## src/rtl/axis_load_merge.sv

```systemverilog
// axis_load_merge: ordered round-robin merge of IN_NUM_PORTS AXI4-Stream
// inputs onto one output. Narrow input beats are packed LSB-first into a
// wider output word. Packets are taken strictly as port 0, 1, ..., N-1, 0, ...
module axis_load_merge #(
    parameter int IN_DATA_W    = 32,
    parameter int OUT_DATA_W   = 64,
    parameter int IN_NUM_PORTS = 2,
    parameter int USER_W       = 1
) (
    input  logic                              clk,
    input  logic                              rst,
    input  logic [IN_DATA_W-1:0]              i_tdata  [IN_NUM_PORTS],
    input  logic [USER_W-1:0]                 i_tuser  [IN_NUM_PORTS],
    input  logic                              i_tlast  [IN_NUM_PORTS],
    input  logic                              i_tvalid [IN_NUM_PORTS],
    output logic                              i_tready [IN_NUM_PORTS],
    output logic [OUT_DATA_W-1:0]             o_tdata,
    output logic [OUT_DATA_W/IN_DATA_W-1:0]   o_tkeep,
    output logic [USER_W-1:0]                 o_tuser,
    output logic                              o_tlast,
    output logic                              o_tvalid,
    input  logic                              o_tready
);

    localparam int K      = OUT_DATA_W / IN_DATA_W;
    localparam int CNT_W  = (K > 1) ? $clog2(K) : 1;
    localparam int PORT_W = (IN_NUM_PORTS > 1) ? $clog2(IN_NUM_PORTS) : 1;
    localparam logic [CNT_W-1:0]  CNT_LAST  = CNT_W'(K - 1);
    localparam logic [PORT_W-1:0] PORT_LAST = PORT_W'(IN_NUM_PORTS - 1);

    // Parameter sanity: the output must hold a whole number of input lanes.
    if (OUT_DATA_W < IN_DATA_W || (OUT_DATA_W % IN_DATA_W) != 0) begin : g_bad_width
        $error("axis_load_merge: OUT_DATA_W (%0d) must be a multiple of IN_DATA_W (%0d)",
               OUT_DATA_W, IN_DATA_W);
    end
    if (IN_NUM_PORTS < 1) begin : g_bad_ports
        $error("axis_load_merge: IN_NUM_PORTS must be at least 1");
    end

    logic [PORT_W-1:0]     st_port;
    logic [CNT_W-1:0]      cnt;
    logic [OUT_DATA_W-1:0] pack_data;
    logic [USER_W-1:0]     pack_user;

    logic [IN_DATA_W-1:0]  sel_data;
    logic [USER_W-1:0]     sel_user;
    logic                  sel_last;
    logic                  sel_valid;

    logic                  take;
    logic                  accept;
    logic                  complete;

    logic [OUT_DATA_W-1:0] word_data;
    logic [K-1:0]          word_keep;
    logic [USER_W-1:0]     word_user;

    // The output register can take a new word when empty or draining this cycle.
    assign take     = !o_tvalid || o_tready;
    assign accept   = sel_valid && take;
    assign complete = accept && ((cnt == CNT_LAST) || sel_last);

    // Mux the currently selected input port; all other ports are ignored.
    always_comb begin
        // NOTE: every comb output gets a default first so no latch is inferred.
        sel_data  = '0;
        sel_user  = '0;
        sel_last  = 1'b0;
        sel_valid = 1'b0;
        for (int p = 0; p < IN_NUM_PORTS; p++) begin
            if (st_port == PORT_W'(p)) begin
                sel_data  = i_tdata[p];
                sel_user  = i_tuser[p];
                sel_last  = i_tlast[p];
                sel_valid = i_tvalid[p];
            end
        end
    end

    // Ready only on the selected port, forced low while reset is asserted.
    always_comb begin
        for (int p = 0; p < IN_NUM_PORTS; p++) begin
            i_tready[p] = !rst && take && (st_port == PORT_W'(p));
        end
    end

    // Word as it would look with the incoming beat dropped into lane cnt.
    always_comb begin
        word_data = pack_data;
        word_data[cnt*IN_DATA_W +: IN_DATA_W] = sel_data;
        word_user = (cnt == '0) ? sel_user : pack_user;
        for (int i = 0; i < K; i++) begin
            word_keep[i] = (CNT_W'(i) <= cnt);
        end
    end

    // Lane counter, pack buffer and port pointer.
    always_ff @(posedge clk or posedge rst) begin
        if (rst) begin
            st_port   <= '0;
            cnt       <= '0;
            // NOTE: the pack buffer is reset because lanes above cnt must read
            // as zero in a short final word; it is cleared again on completion.
            pack_data <= '0;
            pack_user <= '0;
        end else if (accept) begin
            if (complete) begin
                cnt       <= '0;
                pack_data <= '0;
                pack_user <= '0;
            end else begin
                // NOTE: non-blocking assignments keep every register update
                // based on pre-edge values, independent of statement order.
                cnt       <= cnt + CNT_W'(1);
                pack_data <= word_data;
                pack_user <= word_user;
            end
            if (sel_last) begin
                st_port <= (st_port == PORT_LAST) ? '0 : st_port + PORT_W'(1);
            end
        end
    end

    // Output register: load on completion, otherwise clear valid once drained.
    always_ff @(posedge clk or posedge rst) begin
        if (rst) begin
            o_tvalid <= 1'b0;
            o_tlast  <= 1'b0;
            o_tdata  <= '0;
            o_tkeep  <= '0;
            o_tuser  <= '0;
        end else if (complete) begin
            o_tvalid <= 1'b1;
            o_tlast  <= sel_last;
            o_tdata  <= word_data;
            o_tkeep  <= word_keep;
            o_tuser  <= word_user;
        end else if (o_tready) begin
            o_tvalid <= 1'b0;
        end
    end

endmodule
```

## config.mk

```make
export PLATFORM = sky130hd
export DESIGN_NAME = axis_load_merge
export DESIGN_NICKNAME = d
export VERILOG_FILES = /design/src/rtl/axis_load_merge.sv
export SDC_FILE = /design/constraint.sdc
export NUM_CORES = 1
export LEC_CHECK = 0
export BUFFER_PORTS_ARGS = -buffer_cell sky130_fd_sc_hd__buf_2
export CORE_ASPECT_RATIO = 0.8
export CORE_MARGIN = 8
export CORE_UTILIZATION = 30
export DETAILED_ROUTE_END_ITERATION = 7
export PLACE_DENSITY_LB_ADDON = 0.05
export SYNTH_ARGS = -nofsm -noshare
export SYNTH_HDL_FRONTEND = slang
export SYNTH_SLANG_ARGS = --single-unit
```

## constraint.sdc

```tcl
create_clock -name clk -period 8.8 [get_ports clk]
set_input_delay 1.76 -clock clk [delete_from_list [all_inputs] [get_ports clk]]
set_output_delay 1.76 -clock clk [all_outputs]
set_load 0.01 [all_outputs]
```

Word level (Yosys, flattened, before mapping)
Cells that the tools add are included.
- register bits after elaboration: 136
- input bits: 73
- output and inout port bits: 71
- word-level logic and storage cells: 40
- add/sub/neg operators: 3
- order comparisons: 2
- shift operators: 2
- mux-type cells: 12
- bitwise gates (word level): 1
- reduce and logical (&&, ||, !) cells: 11
- operators by type and width (kind ; number):
    64-bit bitwise mux ; 1
    64-bit 2-to-1 mux ; 1
    32-bit by 34-bit variable shift with 64-bit output (first input constant) ; 1
    32-bit by 34-bit indexed part select with 64-bit output ; 1
    6-bit negator with 34-bit output ; 1
    32-bit 2-to-1 mux ; 1
    1-bit 2-to-1 mux ; 9
    1-bit logical AND ; 5
    1-bit adder (second input constant) ; 2
    1-bit <= comparator (first input constant) ; 2
    1-bit zero test ; 2
    1-bit logical OR ; 2
    2-bit AND reduction ; 1
    2-bit nonzero test ; 1
    1-bit inverter ; 1

Depth between registers and ports, before layout
- depth after elaboration: 5
- mapped depth: 6
- depth with buffers taken out: 3

Worst setup path before layout
OpenSTA, ideal clock, no wires.
- path type: input-to-output
- start: in rst
- end: out i_tready[0] (netlist name)
- arrival: 5.114 ns
- data required time: 7.040 ns
- setup slack: 1.926 ns
- cell stages on the path: 2
- buffers on the path: 0
- cells stage by stage: inv_1 -> and3_1
- RTL lines (what ; line ; source):
    start, declared ; 11 ; input logic rst,
    end, declared ; 16 ; output logic i_tready [IN_NUM_PORTS],

==> reports/results.tsv <==
stage	metric	value	unit
outcome	status	completed	
floorplan	die area	26100	um2
timing	fin crit share	0.537	
clock_network	number of gates resized after cts	0	
timing	final hold vios	0	
place	Placed Area	7240	um2
timing	Max Clock Freq	211	MHz
final_layout	# fillers	2052	
clock_network	CTS root buf	clkbuf_16	
power	LEAKAGE	3.99	nW
yosys	post-synthesis sequential area ratio	0.537	
final_layout	Final #Nets	658	
final_layout	most frequent cells in the layout	158 x mux2_2, 143 x buf_2, 134 x dfrtp_1	
yosys	Post-Syn Instances	458	
yosys	EDFF count, synth	0	
yosys	Mapped Area	6340	um2
global_routing	met1 GRT Util	0.168	
global_routing	first-pass GRT wire length	25800	um
worst_setup_path	WP data required	7.04	ns
routing	vias per inst	4.73	
power	P_sw	947	uW
routing	antenna-violating nets left	0	
final_layout	Final Instance Area	7830	um2
global_routing	grt peak-use layer	met2	
routing	WL/cell	18.5	um
routing	initial DRC count	188	
yosys	ys async rst share	1.00	
yosys	Main synth FF type	dfrtp_1	
power	cell area power density	354	nW/um2
timing	Slew headroom	0.215	
clock_network	setup bufs post-CTS	0	
yosys	Synthesized Nets	531	
timing	Final Setup Violations	0	
clock_network	H-Tree Depth	4	
clock_network	Reg clk slew, reported paths	0.06	ns
power	Switching Fraction	0.342	
clock_network	deepest clock path buffer count	2	
power	Reg power frac	0.369	
routing	drt pass-1 iters	4	
timing	fin. max-slew vios	0	
timing	RSZ-0062 raised after global routing	false	
floorplan	num rows	47	
worst_setup_path	Crit Path Category	in -> out	
power	maximum VDD drop	110	uV
place	hpwl dp	10200	um
global_routing	gr usage total	0.125	
yosys	Yosys cell types	26	
final_layout	most common cell after layout, fill and taps aside	mux2_2	
yosys	simple-gate share of the synthesized area	0.0418	
yosys	Synth Area in Compound Gates	0.0939	
worst_setup_path	Worst EP arrival	2.97	ns
floorplan	Die Y	146	um
place	I/O Buffers	143	
floorplan	Die X	179	um
yosys	XOR/XNOR Fraction of Synth Area	0	
yosys	multiplexer share of the synthesized area	0.293	
final_layout	layout cells sized above 1	0.575	
worst_setup_path	kind of end point of the critical path	primary output	
power	Gate power share	0.374	
final_layout	ANT cells	0	
routing	drc violations	0	
worst_setup_path	CP startpoint kind	primary input	
yosys	FF+latch count, synth	136	
global_routing	met2 Use GR	0.188	
power	Final Power	2.77	mW
routing	routed wire length	16000	um
global_routing	total gr overflow	0	
floorplan	Core Region	20700	um2
routing	Via Count	4099	
global_routing	met3 Use GR	0.0405	
global_routing	pin count of the biggest net entering global routing	75	
place	Final GP Congestion	0.673	
yosys	Syn. warnings	0	
timing	Total Neg Setup Slack	0	ns
timing	min Tclk post-route	4.73	ns
clock_network	# hold bufs at CTS	0	
floorplan	initial core utilization	0.306	
clock_network	CTS sink cnt	136	
timing	Clock Skews	0.00650	ns
yosys	combinational family with the most area after synthesis	multiplexers	
clock_network	CTS tree	built	
power	Clock Power Share	0.257	
global_routing	initial antenna violation count	0	
yosys	Adder-Cell Fraction of Synth Area	0	
job	max cap viols	0	
power	total internal power	1.82	mW
timing	Worst Tran Pin Value	1.17	ns
hold_path	Hold Crit Class	reg -> reg	
worst_setup_path	largest fanout on the critical path	39	
floorplan	Ports	144	
clock_network	clock buffer count from CTS	17	
final_layout	Area Growth Syn to Fin	23.4	%
yosys	Syn Area/Cell	13.8	um2
clock_network	Clk Latency, worst-skew pair	0.42	ns
global_routing	vias in the first global route	4511	
-- registers in the layout, indices dropped and copies added, names as in the netlist --
name / cells
cnt: 1
o_tdata: 64
o_tkeep: 2
o_tlast: 1
o_tuser: 1
o_tvalid: 1
pack_data: 64
pack_user: 1
st_port: 1
-- cell type report --
type / count / area (um2) / share of cell area
timing repair buffer: 146 / 738 / 0.0943
sequential: 136 / 3410 / 0.435
multi-input combinational: 279 / 2740 / 0.350
clock inverter: 13 / 148 / 0.0189
clock buffer: 18 / 439 / 0.0561
inverter: 5 / 23.8 / 0.00304
tap: 269 / 337 / 0.0430
-- routing by layer --
layer / wire length [um] / share of wire
met2: 7150 / 0.45
met5: 0 / 0
met4: 185 / 0.012
met3: 1000 / 0.063
met1: 7680 / 0.48
-- critical path, stage by stage --
cell and delay (ns):
buf_2 0.09, nand2b_2 0.57, and3_1 0.41, buf_2 0.14
-- logic make-up after synthesis --
kind of cell | after synthesis
simple gates | 45
mux | 166
flops | 136
buf+inv | 43
compound gates | 68
-- cells in the mapped netlist (3+ instances only) --
master	instances	area, um2
clkbuf_1	16	60.1
mux2i_1	8	80.1
mux2_2	158	1780
a21boi_0	29	218
buf_4	8	60.1
dfrtp_1	136	3400
buf_2	8	40.0
and2_1	33	206
nand2_1	4	15.0
o2bb2ai_1	3	26.3
inv_1	4	15.0
a41o_1	29	290
buf_1	3	11.3
-- power by group through the flow --
stage	sequential (mW)	clock, mW	combinational, mW
floorplan	1.01	0	0.747
global placement	1.04	0	1.04
detailed placement	1.04	0	1.06
CTS	1.03	0.729	1.06
global route	1.06	0.761	1.14
finish	1.02	0.712	1.03
-- stage by stage --
step                       util  worst slack (ns)  std cells  hold slack, ns
after CTS                 0.378              4.05        866           0.468
after floorplan               -              1.93        458           0.449
final                     0.378              4.07        866           0.461
after global placement    0.350              4.06        835           0.445
after detailed placement  0.350              4.05        835           0.449
after global routing      0.378              3.97        866           0.488
-- worst paths after layout --
| check | from | to | slack, ns | depth (start not counted) |
|---|---|---|---|---|
| worst max-delay path | o_tready | i_tready[0] | 4.07 | 4 |
| worst min-delay path | o_tkeep[0]$_DFFE_PP0P_ | o_tkeep[0]$_DFFE_PP0P_ | 0.46 | 1 |
| worst max register to register | st_port$_DFFE_PP0P_ | o_tdata[41]$_DFFE_PP0P_ | 5.05 | 4 |
| worst min register to register | o_tkeep[0]$_DFFE_PP0P_ | o_tkeep[0]$_DFFE_PP0P_ | 0.46 | 1 |
| max in group asynchronous | rst | cnt$_DFFE_PP0P_ | 6.02 | 3 |
| min in group asynchronous | rst | o_tdata[53]$_DFFE_PP0P_ | 1.44 | 2 |
Power figures use the tool's default switching activity.
